<file path="config.mk">
export PLATFORM = sky130hd
export DESIGN_NAME = alu_cmd_ctrl_flat
export DESIGN_NICKNAME = d
export VERILOG_FILES = /design/src/rtl/alu_cmd_ctrl_pkg.sv /design/src/rtl/alu_cmd_ctrl_if.sv /design/src/rtl/alu_cmd_ctrl_frame_timer.sv /design/src/rtl/alu_cmd_ctrl.sv /design/src/flat_wrapper.sv
export SDC_FILE = /design/constraint.sdc
export NUM_CORES = 1
export LEC_CHECK = 0
export ABC_AREA = 1
export CORE_AREA = 4 4 79 81
export DETAILED_ROUTE_END_ITERATION = 7
export DIE_AREA = 0 0 83 85
export SYNTH_ARGS = -nofsm -noshare
export SYNTH_HDL_FRONTEND = slang
export SYNTH_SLANG_ARGS = --single-unit
</file>
<file path="constraint.sdc">
create_clock -name clk -period 1.5 [get_ports clk]
set_clock_uncertainty 0.2 [all_clocks]
set_input_delay 0.45 -clock clk [delete_from_list [all_inputs] [get_ports clk]]
set_output_delay 0.45 -clock clk [all_outputs]
set_load 0.05 [all_outputs]
</file>
<file path="src/rtl/alu_cmd_ctrl_pkg.sv">
// Shared types and constants for the ALU command sequencer.
package alu_ctrl_pkg;

    localparam int FUN_W = 4;

    localparam logic [7:0] CMD_OP_DEF    = 8'hCC;
    localparam logic [7:0] CMD_REUSE_DEF = 8'hDD;

    typedef enum logic [2:0] {
        IDLE    = 3'd0,
        GET_A   = 3'd1,
        GET_B   = 3'd2,
        GET_FUN = 3'd3,
        RUN     = 3'd4,
        SEND_LO = 3'd5,
        SEND_HI = 3'd6
    } state_e;

endpackage

</file>
<file path="src/rtl/alu_cmd_ctrl_if.sv">
// RX stream, TX handshake and ALU operand/result bundle of the command sequencer.
interface alu_cmd_ctrl_if #(
    parameter int DATA_W = 8,
    parameter int OUT_W  = 16
);
    import alu_ctrl_pkg::*;

    logic [DATA_W-1:0] rx_data;
    logic              rx_valid;
    logic [DATA_W-1:0] tx_data;
    logic              tx_valid;
    logic              tx_ready;
    logic [DATA_W-1:0] alu_a;
    logic [DATA_W-1:0] alu_b;
    logic [FUN_W-1:0]  alu_fun;
    logic              alu_en;
    logic [OUT_W-1:0]  alu_out;
    logic              busy;
    logic              err;

    modport slave (
        input  rx_data, rx_valid, tx_ready, alu_out,
        output tx_data, tx_valid, alu_a, alu_b, alu_fun, alu_en, busy, err
    );

    modport master (
        output rx_data, rx_valid, tx_ready, alu_out,
        input  tx_data, tx_valid, alu_a, alu_b, alu_fun, alu_en, busy, err
    );

endinterface

</file>
<file path="src/rtl/alu_cmd_ctrl_frame_timer.sv">
// Saturating inter-byte counter; timeout flags the last cycle of a TMO_CYC-cycle silence.
module frame_timer #(
    parameter int TMO_CYC = 1023
) (
    input  logic clk,
    input  logic rst,
    input  logic clr,
    input  logic en,
    output logic timeout
);
    localparam int CW = $clog2(TMO_CYC + 1);
    localparam logic [CW-1:0] LAST = CW'(TMO_CYC - 1);

    logic [CW-1:0] cnt;

    always_ff @(posedge clk) begin
        if (rst || clr) begin
            cnt <= '0;
        end else if (en && cnt != LAST) begin
            cnt <= cnt + 1'b1;
        end
    end

    assign timeout = en && (cnt == LAST);

endmodule

</file>
<file path="src/rtl/alu_cmd_ctrl.sv">
// Command frame sequencer for the shared ALU. Define ALU_CTRL_TMO_EN to abort stalled frames
// after TMO_CYC idle cycles; otherwise the GET_* states wait indefinitely.
module alu_cmd_ctrl
    import alu_ctrl_pkg::*;
#(
    parameter int                DATA_W    = 8,
    parameter int                OUT_W     = 16,
    parameter logic [DATA_W-1:0] CMD_OP    = CMD_OP_DEF,
    parameter logic [DATA_W-1:0] CMD_REUSE = CMD_REUSE_DEF,
    parameter int                ALU_LAT   = 1,
    parameter int                TMO_CYC   = 1023
) (
    input logic clk,
    input logic rst,
    alu_cmd_ctrl_if.slave bus
);
    localparam logic [2:0] LAT_LAST = 3'(ALU_LAT - 1);

    state_e                  state;
    logic [2:0]              lat_cnt;
    logic [OUT_W-DATA_W-1:0] res_hi;
    logic [DATA_W-1:0]       tx_data, alu_a, alu_b;
    logic [FUN_W-1:0]        alu_fun;
    logic                    tx_valid, alu_en;
    logic                    in_get, tmo, err;

    assign in_get = (state == GET_A) || (state == GET_B) || (state == GET_FUN);

`ifdef ALU_CTRL_TMO_EN
    logic tmr_timeout;

    frame_timer #(.TMO_CYC(TMO_CYC)) u_timer (
        .clk     (clk),
        .rst     (rst),
        .clr     (!in_get || bus.rx_valid),
        .en      (in_get),
        .timeout (tmr_timeout)
    );

    assign tmo = tmr_timeout && !bus.rx_valid;
`else
    assign tmo = 1'b0;
`endif

    always_comb begin
        err = 1'b0;
        if (!rst) begin
            if (bus.rx_valid) begin
                case (state)
                    IDLE:                  err = (bus.rx_data != CMD_OP) && (bus.rx_data != CMD_REUSE);
                    RUN, SEND_LO, SEND_HI: err = 1'b1;
                    default:               err = 1'b0;
                endcase
            end
            if (tmo) err = 1'b1;
        end
    end

    always_ff @(posedge clk) begin
        if (rst) begin
            state    <= IDLE;
            lat_cnt  <= '0;
            res_hi   <= '0;
            tx_data  <= '0;
            tx_valid <= 1'b0;
            alu_a    <= '0;
            alu_b    <= '0;
            alu_fun  <= '0;
            alu_en   <= 1'b0;
        end else begin
            case (state)
                IDLE: begin
                    if (bus.rx_valid) begin
                        if (bus.rx_data == CMD_OP)         state <= GET_A;
                        else if (bus.rx_data == CMD_REUSE) state <= GET_FUN;
                    end
                end
                GET_A: begin
                    if (bus.rx_valid) begin
                        alu_a <= bus.rx_data;
                        state <= GET_B;
                    end else if (tmo) begin
                        state <= IDLE;
                    end
                end
                GET_B: begin
                    if (bus.rx_valid) begin
                        alu_b <= bus.rx_data;
                        state <= GET_FUN;
                    end else if (tmo) begin
                        state <= IDLE;
                    end
                end
                GET_FUN: begin
                    if (bus.rx_valid) begin
                        alu_fun <= bus.rx_data[FUN_W-1:0];
                        alu_en  <= 1'b1;
                        lat_cnt <= '0;
                        state   <= RUN;
                    end else if (tmo) begin
                        state <= IDLE;
                    end
                end
                RUN: begin
                    // alu_en window first, then one capture cycle once it has dropped
                    if (alu_en) begin
                        lat_cnt <= lat_cnt + 3'd1;
                        if (lat_cnt == LAT_LAST) alu_en <= 1'b0;
                    end else begin
                        tx_data  <= bus.alu_out[DATA_W-1:0];
                        res_hi   <= bus.alu_out[OUT_W-1:DATA_W];
                        tx_valid <= 1'b1;
                        state    <= SEND_LO;
                    end
                end
                SEND_LO: begin
                    if (bus.tx_ready) begin
                        tx_data <= res_hi;
                        state   <= SEND_HI;
                    end
                end
                SEND_HI: begin
                    if (bus.tx_ready) begin
                        tx_valid <= 1'b0;
                        state    <= IDLE;
                    end
                end
                default: state <= IDLE;
            endcase
        end
    end

    assign bus.tx_data  = tx_data;
    assign bus.tx_valid = tx_valid;
    assign bus.alu_a    = alu_a;
    assign bus.alu_b    = alu_b;
    assign bus.alu_fun  = alu_fun;
    assign bus.alu_en   = alu_en;
    assign bus.busy     = (state != IDLE);
    assign bus.err      = err;

endmodule

</file>
<file path="src/flat_wrapper.sv">
// flat-port wrapper written by rule: the top's interface ports become plain ports
module alu_cmd_ctrl_flat import alu_ctrl_pkg::*;
#(
    parameter int                DATA_W    = 8,
    parameter int                OUT_W     = 16,
    parameter logic [DATA_W-1:0] CMD_OP    = CMD_OP_DEF,
    parameter logic [DATA_W-1:0] CMD_REUSE = CMD_REUSE_DEF,
    parameter int                ALU_LAT   = 1,
    parameter int                TMO_CYC   = 1023
)
  (clk, rst, bus_rx_data, bus_rx_valid, bus_tx_ready, bus_alu_out, bus_tx_data, bus_tx_valid, bus_alu_a, bus_alu_b, bus_alu_fun, bus_alu_en, bus_busy, bus_err);
  alu_cmd_ctrl_if #(.DATA_W(DATA_W), .OUT_W(OUT_W)) bus_i ();
  input logic clk;
  input logic rst;
  input wire logic [$bits(bus_i.rx_data)-1:0] bus_rx_data;
  input wire logic [$bits(bus_i.rx_valid)-1:0] bus_rx_valid;
  input wire logic [$bits(bus_i.tx_ready)-1:0] bus_tx_ready;
  input wire logic [$bits(bus_i.alu_out)-1:0] bus_alu_out;
  output wire logic [$bits(bus_i.tx_data)-1:0] bus_tx_data;
  output wire logic [$bits(bus_i.tx_valid)-1:0] bus_tx_valid;
  output wire logic [$bits(bus_i.alu_a)-1:0] bus_alu_a;
  output wire logic [$bits(bus_i.alu_b)-1:0] bus_alu_b;
  output wire logic [$bits(bus_i.alu_fun)-1:0] bus_alu_fun;
  output wire logic [$bits(bus_i.alu_en)-1:0] bus_alu_en;
  output wire logic [$bits(bus_i.busy)-1:0] bus_busy;
  output wire logic [$bits(bus_i.err)-1:0] bus_err;
  assign bus_i.rx_data = bus_rx_data;
  assign bus_i.rx_valid = bus_rx_valid;
  assign bus_i.tx_ready = bus_tx_ready;
  assign bus_i.alu_out = bus_alu_out;
  assign bus_tx_data = bus_i.tx_data;
  assign bus_tx_valid = bus_i.tx_valid;
  assign bus_alu_a = bus_i.alu_a;
  assign bus_alu_b = bus_i.alu_b;
  assign bus_alu_fun = bus_i.alu_fun;
  assign bus_alu_en = bus_i.alu_en;
  assign bus_busy = bus_i.busy;
  assign bus_err = bus_i.err;
  alu_cmd_ctrl #(.DATA_W(DATA_W), .OUT_W(OUT_W), .CMD_OP(CMD_OP), .CMD_REUSE(CMD_REUSE), .ALU_LAT(ALU_LAT), .TMO_CYC(TMO_CYC)) u_core (.clk(clk), .rst(rst), .bus(bus_i));
endmodule
</file>
==> results.md, run 1 <==
* Hold WS at 289 ps
* Width of the die at 83 µm
* Critical path class: flop to primary output
* # IOs at 60
* Tot GR Track Use at 16.2%
* MaxCap Viol Count at 0
* First-pass GRT wire length at about 9.4 mm
* Iter 0 DRT Violations at 90
* Synth top area share at a little under half
* Die Height at around 85 µm
* Grt peak-use layer: met2
* Final Wtd Congestion at 0.803
* Max-slew violation count at 0
* Slowest stage delay, CP at between 300 and 400 ps
* # clock sinks at 44
* Status: complete, but fails checks
* Worst Path Arrival at 1390 ps
* Drt total wl at 6.21 mm
* Final setup vio count at 23
* TritonCTS clock tree: done
* I/O Buffers at 59
* Pin slew with the least headroom to its limit at 261 ps
* Worst skew pair latency at a little under 300 ps
* Initial antenna violation count at 0
* Synth Register Bits at 44
* Die area at 7060 µm²
* Yosys top cell by area: dfxtp_1
* Largest net degree at the start of global routing at 26
* Vias at around 2100
* Failing checks: negative setup slack
* PD cells at 1860 nW/µm²
* Via density at 4.77
* H-tree level count at 2
* Syn Std Cell Area at 1890 µm²
* FMAX at 0.489 GHz
* DRT Pass-1 Iters at 4
* Fin worst setup slack at -544 ps
* Cts bufs inserted at 5
* Leakage power total at 1.57 nW
* Final min period at 2040 ps
* Max IR drop VDD at 1.03 mV
* N_diodes at 0
* RSZ-0062 raised after global routing: true
* Syn avg cell area at 7.46 µm²
* Crit path max fanout at 2
* Period utilisation layout at 136%
* Sequential element share of the synthesized area at 46.5%
* Core area at 5470 µm²
* Hold_buf cts at 0
* Post-route ant nets at 0
* Ys Warns at 0
* Residual DRC count at 0
* Syn_nets at around 280
* Initial core utilization at between 30% and 40%
* Relative slew slack at just over 80%
* Vias in the first global route at 1999
* Met2 usage at 27.1%
* Synth cell types at 25
* Worst path top cell family by delay: flip-flops
* Hold Path Class: flop to flop
* Dpl ws at -1040 ps
* CP startpoint kind: flop
* CP Capture Type: primary output
* CP cell instances: inv_2 -> nand2_4 -> nor2_4 -> nand3_2 -> a211oi_4 -> buf_12
* Syn Inst Count at 254
* Slowest-stage cell, CP: dfxtp_2
* Final HPWL from detailed placement at 4.16 mm
* CTS root buffer: clkbuf_8
* Final net count at about 400
* Hold Fails Final Rpt at 0
* Clk slew on worst S/H paths at 80 ps
* Num rows at 27
* Synth area leaders: dfxtp_1 46%, o21ai_0 8.7%, nand2_1 8.3%
* GR met1 Demand/Resource at 20.6%
* WL/cell at 14.1 µm
* Area growth from synthesis to layout at 95.6%
* Clk buf depth at 2
* Ratio of cells with drive above 1 in the final layout at between 50% and 60%
* Final Util at 67.7%
* Required @ worst endpoint at around 850 ps
* GRT overflow at 0
* Worst path bufs/invs at 2
* Met3 Resource Use GR at 3.59%
-- tightest hold or removal path, cell delays in order (launching register included) --
cell	delay [ps]
dfxtp_1	330
nand2_2	70
a21oi_2	40
-- logic make-up after synthesis --
group	count (synthesis)	synth area share, %
AND/OR/NAND/NOR	108	25.4
AO/OA/AOI/OAI	68	19.2
flip-flops	44	46.5
buffers and inverters	32	7.59
adder cells (fa/ha/maj)	2	1.32
-- where the power goes --
part,total (mW),switching [mW],internal (mW)
registers,1.79,0.288,1.50
logic,4.34,2.26,2.08
clock network,0.764,0.388,0.376
-- cell usage in the layout, fill, tap and decap left out, types with 6 or more instances in the layout --
cell,instances
dfxtp_2,27
a31oi_1,8
a21oi_1,14
o21ai_0,21
inv_1,7
nand3_1,11
o21ai_1,10
buf_12,33
clkdlybuf4s50_1,17
inv_2,8
buf_4,42
nand2_4,8
buf_6,13
buf_2,6
nand3_2,11
clkbuf_8,6
dfxtp_1,15
nand2_1,25
nand2_2,11
a21oi_2,9
nor2_1,34
-- per-stage QoR --
stage | cell area, µm² | cells | power [mW] | setup TNS, ps
detailed placement | 3180 | 411 | 5.20 | -18610
finish | 3710 | 441 | 6.89 | -6190
global placement | 3180 | 411 | 5.17 | -18320
floorplan | 1950 | 254 | 3.57 | -533
CTS | 3430 | 431 | 6.31 | -3510
global route | 3710 | 441 | 7.25 | -7990
-- path summary, 6_finish.rpt --
kind	startpoint	to	slack, ps	depth (start not counted)
max reg2reg	u_core.state[2]$_SDFFE_PP0P_	u_core.state[2]$_SDFFE_PP0P_	-350	12
min reg2reg	u_core.res_hi[2]$_SDFFE_PP0P_	u_core.res_hi[2]$_SDFFE_PP0P_	290	2
min	u_core.res_hi[2]$_SDFFE_PP0P_	u_core.res_hi[2]$_SDFFE_PP0P_	290	2
max	u_core.state[0]$_SDFFE_PP0P_	bus_err	-540	6
-- routing by layer --
| metal | up-vias | part of all wire, % |
|---|---|---|
| met5 | - | 0 |
| met4 | 0 | 2.8 |
| met3 | 16 | 2.9 |
| met2 | 45 | 50 |
| met1 | 971 | 45 |
| li1 | 1072 | - |
-- repair_timing --
action                     CTS  global route
gates resized for setup     71            90
buffers inserted            10            13
pin swaps                    9            16
gates cloned                 2             0
setup endpoints to repair   49            66
-- registers in the layout, indices dropped and copies added (netlist names) --
register / cells
u_core.res_hi: 8
u_core.bus.tx_valid: 1
u_core.bus.alu_b: 8
u_core.bus.alu_fun: 4
u_core.lat_cnt: 3
u_core.bus.alu_a: 8
u_core.state: 3
u_core.bus.alu_en: 1
u_core.bus.tx_data: 8
-- cell type report --
class                      instances  area, µm²
multi-input combinational        178       1100
tap                               72       90.1
sequential                        44        922
timing repair buffer             117       1400
fill                             403       1770
clock buffer                       8       90.1
inverter                          22        111
-- cell usage after synthesis, drive strengths merged --
cell type	n
inv	21
buf	6
nor2	39
nor3	1
a21oi	23
ha	2
o21ai	35
a211oi	1
a221oi	1
or2	1
clkinv	1
dfxtp	44
nand2	45
a31oi	8
nand3	22
clkbuf	4
(Power assumes the default switching activity.)
==> run 2: changes to the inputs <==
CORE_AREA = 4 4 88 73   (was 4 4 79 81)
DIE_AREA = 0 0 92 77   (was 0 0 83 85)
==> results.md, run 2 (same netlist as run 1, synthesis figures left out) <==
* Relative slew slack at 84.7% (+2.3 points)
* Ratio of cells with drive above 1 in the final layout at 52.8% (-1.9 points)
* Area growth from synthesis to layout at 94.7%
* Tot GR Track Use at 16.4% (+0.22 points)
* # IOs at 60 (unchanged)
* GRT overflow at 0 (unchanged)
* Die Height at 77 µm (-9.4%)
* PD cells at 1860 nW/µm² (-0.24%)
* N_diodes at 0 (unchanged)
* MaxCap Viol Count at 0 (unchanged)
* Hold Fails Final Rpt at 0 (unchanged)
* Clk slew on worst S/H paths at 80 ps (about the same)
* Reg-to-Reg Start: u_core.state[2]$_SDFFE_PP0P_
* Cts bufs inserted at 5 (unchanged)
* Max-slew violation count at 0 (unchanged)
* R2r setup slk at -210 ps (+140 ps)
* Critical R2R Capture: u_core.state[0]$_SDFFE_PP0P_
* CTS root buffer: clkbuf_8
* Commonest non-fill, non-tap cell in the layout: buf_12
* First-pass GRT wire length at 9.27 mm (-1.3%)
* Final net count at 387 (-2.8%)
* TritonCTS clock tree: done
* Required @ worst endpoint at 850 ps (about the same)
* Clk buf depth at 2 (unchanged)
* H-tree level count at 2 (unchanged)
* Final Util at 67.5% (-0.23 points)
* Reg area at 927 µm² (+0.54%)
* CP Capture Type: primary output
* Fin worst setup slack at -572 ps (-27.0 ps)
* Vias in the first global route at 1928 (-3.6%)
* RSZ-0062 raised after global routing: true
* Iter 0 DRT Violations at 70 (-22%)
* # clock sinks at 44 (unchanged)
* Met2 WL at 2.77 mm (-9.9%)
* Drt total wl at 5.96 mm (-4.0%)
* Leakage power total at 1.54 nW (-1.9%)
* Die area at 7080 µm² (+0.41%)
* Final setup vio count at 23 (unchanged)
* DRT Pass-1 Iters at 4 (unchanged)
* WL/cell at 13.7 µm (-2.9%)
* Worst Path Arrival at 1420 ps (+30 ps)
* Crit path max fanout at 2 (unchanged)
* FMAX at 0.483 GHz (-1.3%)
* Crit path from: bus_rx_data[0]
* Core area at 5470 µm² (-0.14%)
* Num rows at 24 (-11%)
* Worst skew pair latency at 300 ps (about the same)
* Final Wtd Congestion at 0.843 (+5.0%)
* Width of the die at 92 µm (+11%)
* Status: complete, but fails checks
* Hold WS at 281 ps (-7.61 ps)
* Final HPWL from detailed placement at 4.30 mm (+3.3%)
* Multi-input gate area at 1120 µm² (+2.3%)
* Max IR drop VDD at 1.12 mV (+8.7%)
* Via density at 4.73 (-0.78%)
* Vias at 2064 (-1.9%)
* Period utilisation layout at 138% (+1.8 points)
* Post-route ant nets at 0 (unchanged)
* Largest net degree at the start of global routing at 26 (unchanged)
* I/O Buffers at 59 (unchanged)
* Filler Cell Count at 436 (+8.2%)
* Pin slew with the least headroom to its limit at 230 ps (-31.3 ps)
* Initial core utilization at 34.7% (+0.048 points)
* Routed met3 length at 278 µm (+56%)
* Top layer in use: met4
* Residual DRC count at 0 (unchanged)
* Critical path class: input port to primary output
* CP startpoint kind: input port
* Failing checks: negative setup slack
* Hold Path Class: flop to flop
* Hold_buf cts at 0 (unchanged)
* Reg2reg path depth at 10 (-2)
* Final min period at 2070 ps (+27.0 ps)
* Setup crit end: bus_err
* Most frequent cells in the layout: 34 x buf_12, 33 x nor2_1, 31 x dfxtp_2
* Met1 WL at 2.78 mm (+0.11%)
* Initial antenna violation count at 0 (unchanged)
-- run 2: changes by cell type in the layout (fill, tap and decap cells not counted), sizes merged --
cell	previous run	this run
clkdlybuf4s50	17	16
dlygate4sd2	1	2
dlymetal6s2s	0	1
clkinv	1	2
clkdlybuf4s15	0	6
clkbuf	9	6
bufinv	0	1
buf	98	80
nand2	45	46
-- run 2: how the worst min path moves through the flow --
stage / startpoint / endpoint / depth (start not counted)
finish: u_core.res_hi[1]$_SDFFE_PP0P_ / u_core.res_hi[1]$_SDFFE_PP0P_ / 2
global route: u_core.res_hi[0]$_SDFFE_PP0P_ / u_core.res_hi[0]$_SDFFE_PP0P_ / 2
CTS: u_core.res_hi[1]$_SDFFE_PP0P_ / u_core.res_hi[1]$_SDFFE_PP0P_ / 2
detailed placement: u_core.res_hi[1]$_SDFFE_PP0P_ / u_core.res_hi[1]$_SDFFE_PP0P_ / 2
global placement: u_core.res_hi[5]$_SDFFE_PP0P_ / u_core.res_hi[5]$_SDFFE_PP0P_ / 2
floorplan: u_core.res_hi[0]$_SDFFE_PP0P_ / u_core.res_hi[0]$_SDFFE_PP0P_ / 2
-- run 2: routing by layer --
metal	vias up	track usage, %
met5	-	0
met4	0	7.27
met3	14	3.33
met2	51	24.6
met1	944	22.7
li1	1055	-
-- run 2: power breakdown --
part | switching (mW) | total [mW] | internal [mW]
Clock | 0.412 | 0.907 | 0.495
Combinational | 2.20 | 4.13 | 1.93
Sequential | 0.298 | 1.80 | 1.51
-- run 2: metrics by stage --
stage	setup WS [ps]	power [mW]	instance area [µm²]	instances	TNS [ps]
finish	-572	6.84	3690	436	-1950
global route	-632	7.19	3690	436	-5050
CTS	-561	6.43	3440	433	-2050
detailed placement	-1030	5.22	3190	418	-18260
global placement	-1010	5.19	3190	418	-18280
floorplan	-434	3.57	1950	254	-533
-- run 2: layout make-up --
type	count	share of cell area [%]
multi-input cells	179	30.4
clock inverters	2	0.950
well taps	78	2.65
flip-flops and latches	44	25.1
inverters	22	3.02
clock buffers	6	1.97
repair buffers	105	35.9
-- run 2: worst max-delay path, cell delays in order --
cell and delay [ps]:
clkdlybuf4s15_1 220, nand2_1 100, nor2_1 40, nand2_1 70
nand3_2 100, a211oi_4 250, buf_12 170
-- run 2: repair_timing --
| item | 4_1_cts | 5_1_grt |
|---|---|---|
| setup endpoints to repair | 57 | 62 |
| pin swaps | 8 | 19 |
| gates resized for setup | 64 | 89 |
| setup buffers | 5 | 5 |
| cloned | 2 | 1 |
==> run 3: changes to the inputs <==
clock period = 1.7 ns   (was 1.5 ns; I/O delays follow)
==> results.md, run 3 (same netlist as run 1, synthesis figures left out) <==
* Worst skew pair latency at 290 ps (about the same)
* Die area at 7080 µm² (unchanged)
* # clock sinks at 44 (unchanged)
* Status: complete, but fails checks
* Die Height at 77 µm (unchanged)
* Iter 0 DRT Violations at 58 (-17%)
* Hold-critical path depth at 2 (unchanged)
* Core area at 5470 µm² (unchanged)
* Critical path class: flop to primary output
* GRT overflow at 0 (unchanged)
* Top layer in use: met4
* Fin worst setup slack at -423 ps (+149 ps)
* Relative slew slack at 82.0% (-2.7 points)
* N_diodes at 0 (unchanged)
* RSZ-0062 raised after global routing: true
* Clk slew on worst S/H paths at 80 ps (about the same)
* Residual DRC count at 0 (unchanged)
* Met1 WL at 2.65 mm (-4.7%)
* First-pass GRT wire length at 9.40 mm (+1.5%)
* Width of the die at 92 µm (unchanged)
* Pin slew with the least headroom to its limit at 269 ps (+39.9 ps)
* Period utilisation layout at 125%
* Routed met3 length at 402 µm (+45%)
* Initial antenna violation count at 0 (unchanged)
* Max IR drop VDD at 0.932 mV (-16%)
* Num rows at 24 (unchanged)
* Met2 WL at 2.74 mm (-1.2%)
* H-tree level count at 2 (unchanged)
* Vias in the first global route at 1943 (+0.78%)
* Failing checks: negative setup slack
* MaxCap Viol Count at 0 (unchanged)
* Reg2reg path depth at 10 (unchanged)
* Max-slew violation count at 0 (unchanged)
* CTS root buffer: clkbuf_8
* Ratio of cells with drive above 1 in the final layout at 37.8% (-15 points)
* Initial core utilization at 34.7% (unchanged)
* Vias at 1993 (-3.4%)
* Final net count at 387 (unchanged)
* Power Total at 5.66 mW (-17%)
* Post-DP Area at 3170 µm² (-0.67%)
* Cts bufs inserted at 5 (unchanged)
* Most frequent cells in the layout: 42 x buf_4, 40 x dfxtp_1, 35 x buf_12
* Worst Path Arrival at 1410 ps (about the same)
* # IOs at 60 (unchanged)
* Hold WS at 275 ps (-5.57 ps)
* I/O Buffers at 59 (unchanged)
* Via density at 4.58 (-3.2%)
* FMAX at 0.471 GHz
* Final Wtd Congestion at 0.789 (-6.4%)
* Final setup vio count at 3 (-87%)
* Tot GR Track Use at 16.6% (+0.18 points)
* Hold Path Class: flop to flop
* Crit path max fanout at 2 (unchanged)
* Setup TNS at -998 ps (+952 ps)
* DRT Pass-1 Iters at 6 (+2)
* TritonCTS clock tree: done
* Largest net degree at the start of global routing at 26 (unchanged)
* Final Instance Area at 3440 µm² (-6.7%)
* Final HPWL from detailed placement at 4.41 mm (+2.7%)
* Area growth from synthesis to layout at 81.7%
* PD cells at 1640 nW/µm² (-11%)
* CP startpoint kind: flop
* Dpl ws at -953 ps (+78.2 ps)
* Leakage power total at 1.49 nW (-3.6%)
* CP Capture Type: primary output
* Commonest non-fill, non-tap cell in the layout: buf_4
* Finished Layout Cells at 435 (-0.23%)
* Clk buf depth at 2 (unchanged)
* Post-route ant nets at 0 (unchanged)
* Required @ worst endpoint at 990 ps (+140 ps)
* Final Util at 63.0% (-4.5 points)
* WL/cell at 13.5 µm (-1.4%)
* Drt total wl at 5.86 mm (-1.6%)
* Cells after DPL at 413 (-1.2%)
* Final min period at 2120 ps
* Hold Fails Final Rpt at 0 (unchanged)
-- run 3: changes by cell type in the layout (fill, tap and decap cells not counted), moves of 6 or more --
cell | previous run | this run
buf_6 | 14 | 3
dfxtp_2 | 31 | 4
buf_4 | 30 | 42
o21ai_0 | 14 | 31
o21ai_2 | 11 | 3
a21oi_2 | 6 | 0
o21ai_1 | 10 | 1
clkdlybuf4s15_1 | 6 | 0
dfxtp_1 | 11 | 40
a21oi_1 | 17 | 23
nand2_1 | 25 | 34
-- run 3: what timing repair did --
action                     CTS  global route
hold buffers                 0             0
pin swaps                   10             5
gates cloned                 0             1
gates resized for setup     47            19
setup endpoints to repair   32            27
buffers inserted             8             6
-- run 3: worst paths after layout --
path                                 start                       endpoint  slack [ps]
max           u_core.state[0]$_SDFFE_PP0P_                        bus_err        -420
min          u_core.res_hi[6]$_SDFFE_PP0P_  u_core.res_hi[6]$_SDFFE_PP0P_         280
max reg2reg   u_core.state[2]$_SDFFE_PP0P_   u_core.state[0]$_SDFFE_PP0P_          20
min reg2reg  u_core.res_hi[6]$_SDFFE_PP0P_  u_core.res_hi[6]$_SDFFE_PP0P_         280
-- run 3: final cells by class --
class,count,area (µm²)
Fill cell,475,2020
Multi-Input combinational cell,179,987
Sequential cell,44,886
Clock buffer,7,96.3
Timing Repair Buffer,105,1270
Inverter,22,105
Tap cell,78,97.6
-- run 3: metal layers --
metal	vias to the layer above	GRT usage (%)
met3	4	4.40
met4	0	4.90
met2	48	26.0
met1	889	22.3
met5	-	0
li1	1052	-
-- run 3: worst max-delay path: stages (launching register included) --
cell      delay [ps]
dfxtp_2          330
inv_2             70
nand2_4           50
nor2_4           110
nand3_2          120
a211oi_4         260
buf_12           170
-- run 3: power by group --
group / leakage, nW / switching, mW / internal [mW]
Sequential: 0.359 / 0.232 / 1.29
Clock: 0.0503 / 0.335 / 0.362
Combinational: 1.08 / 1.85 / 1.59
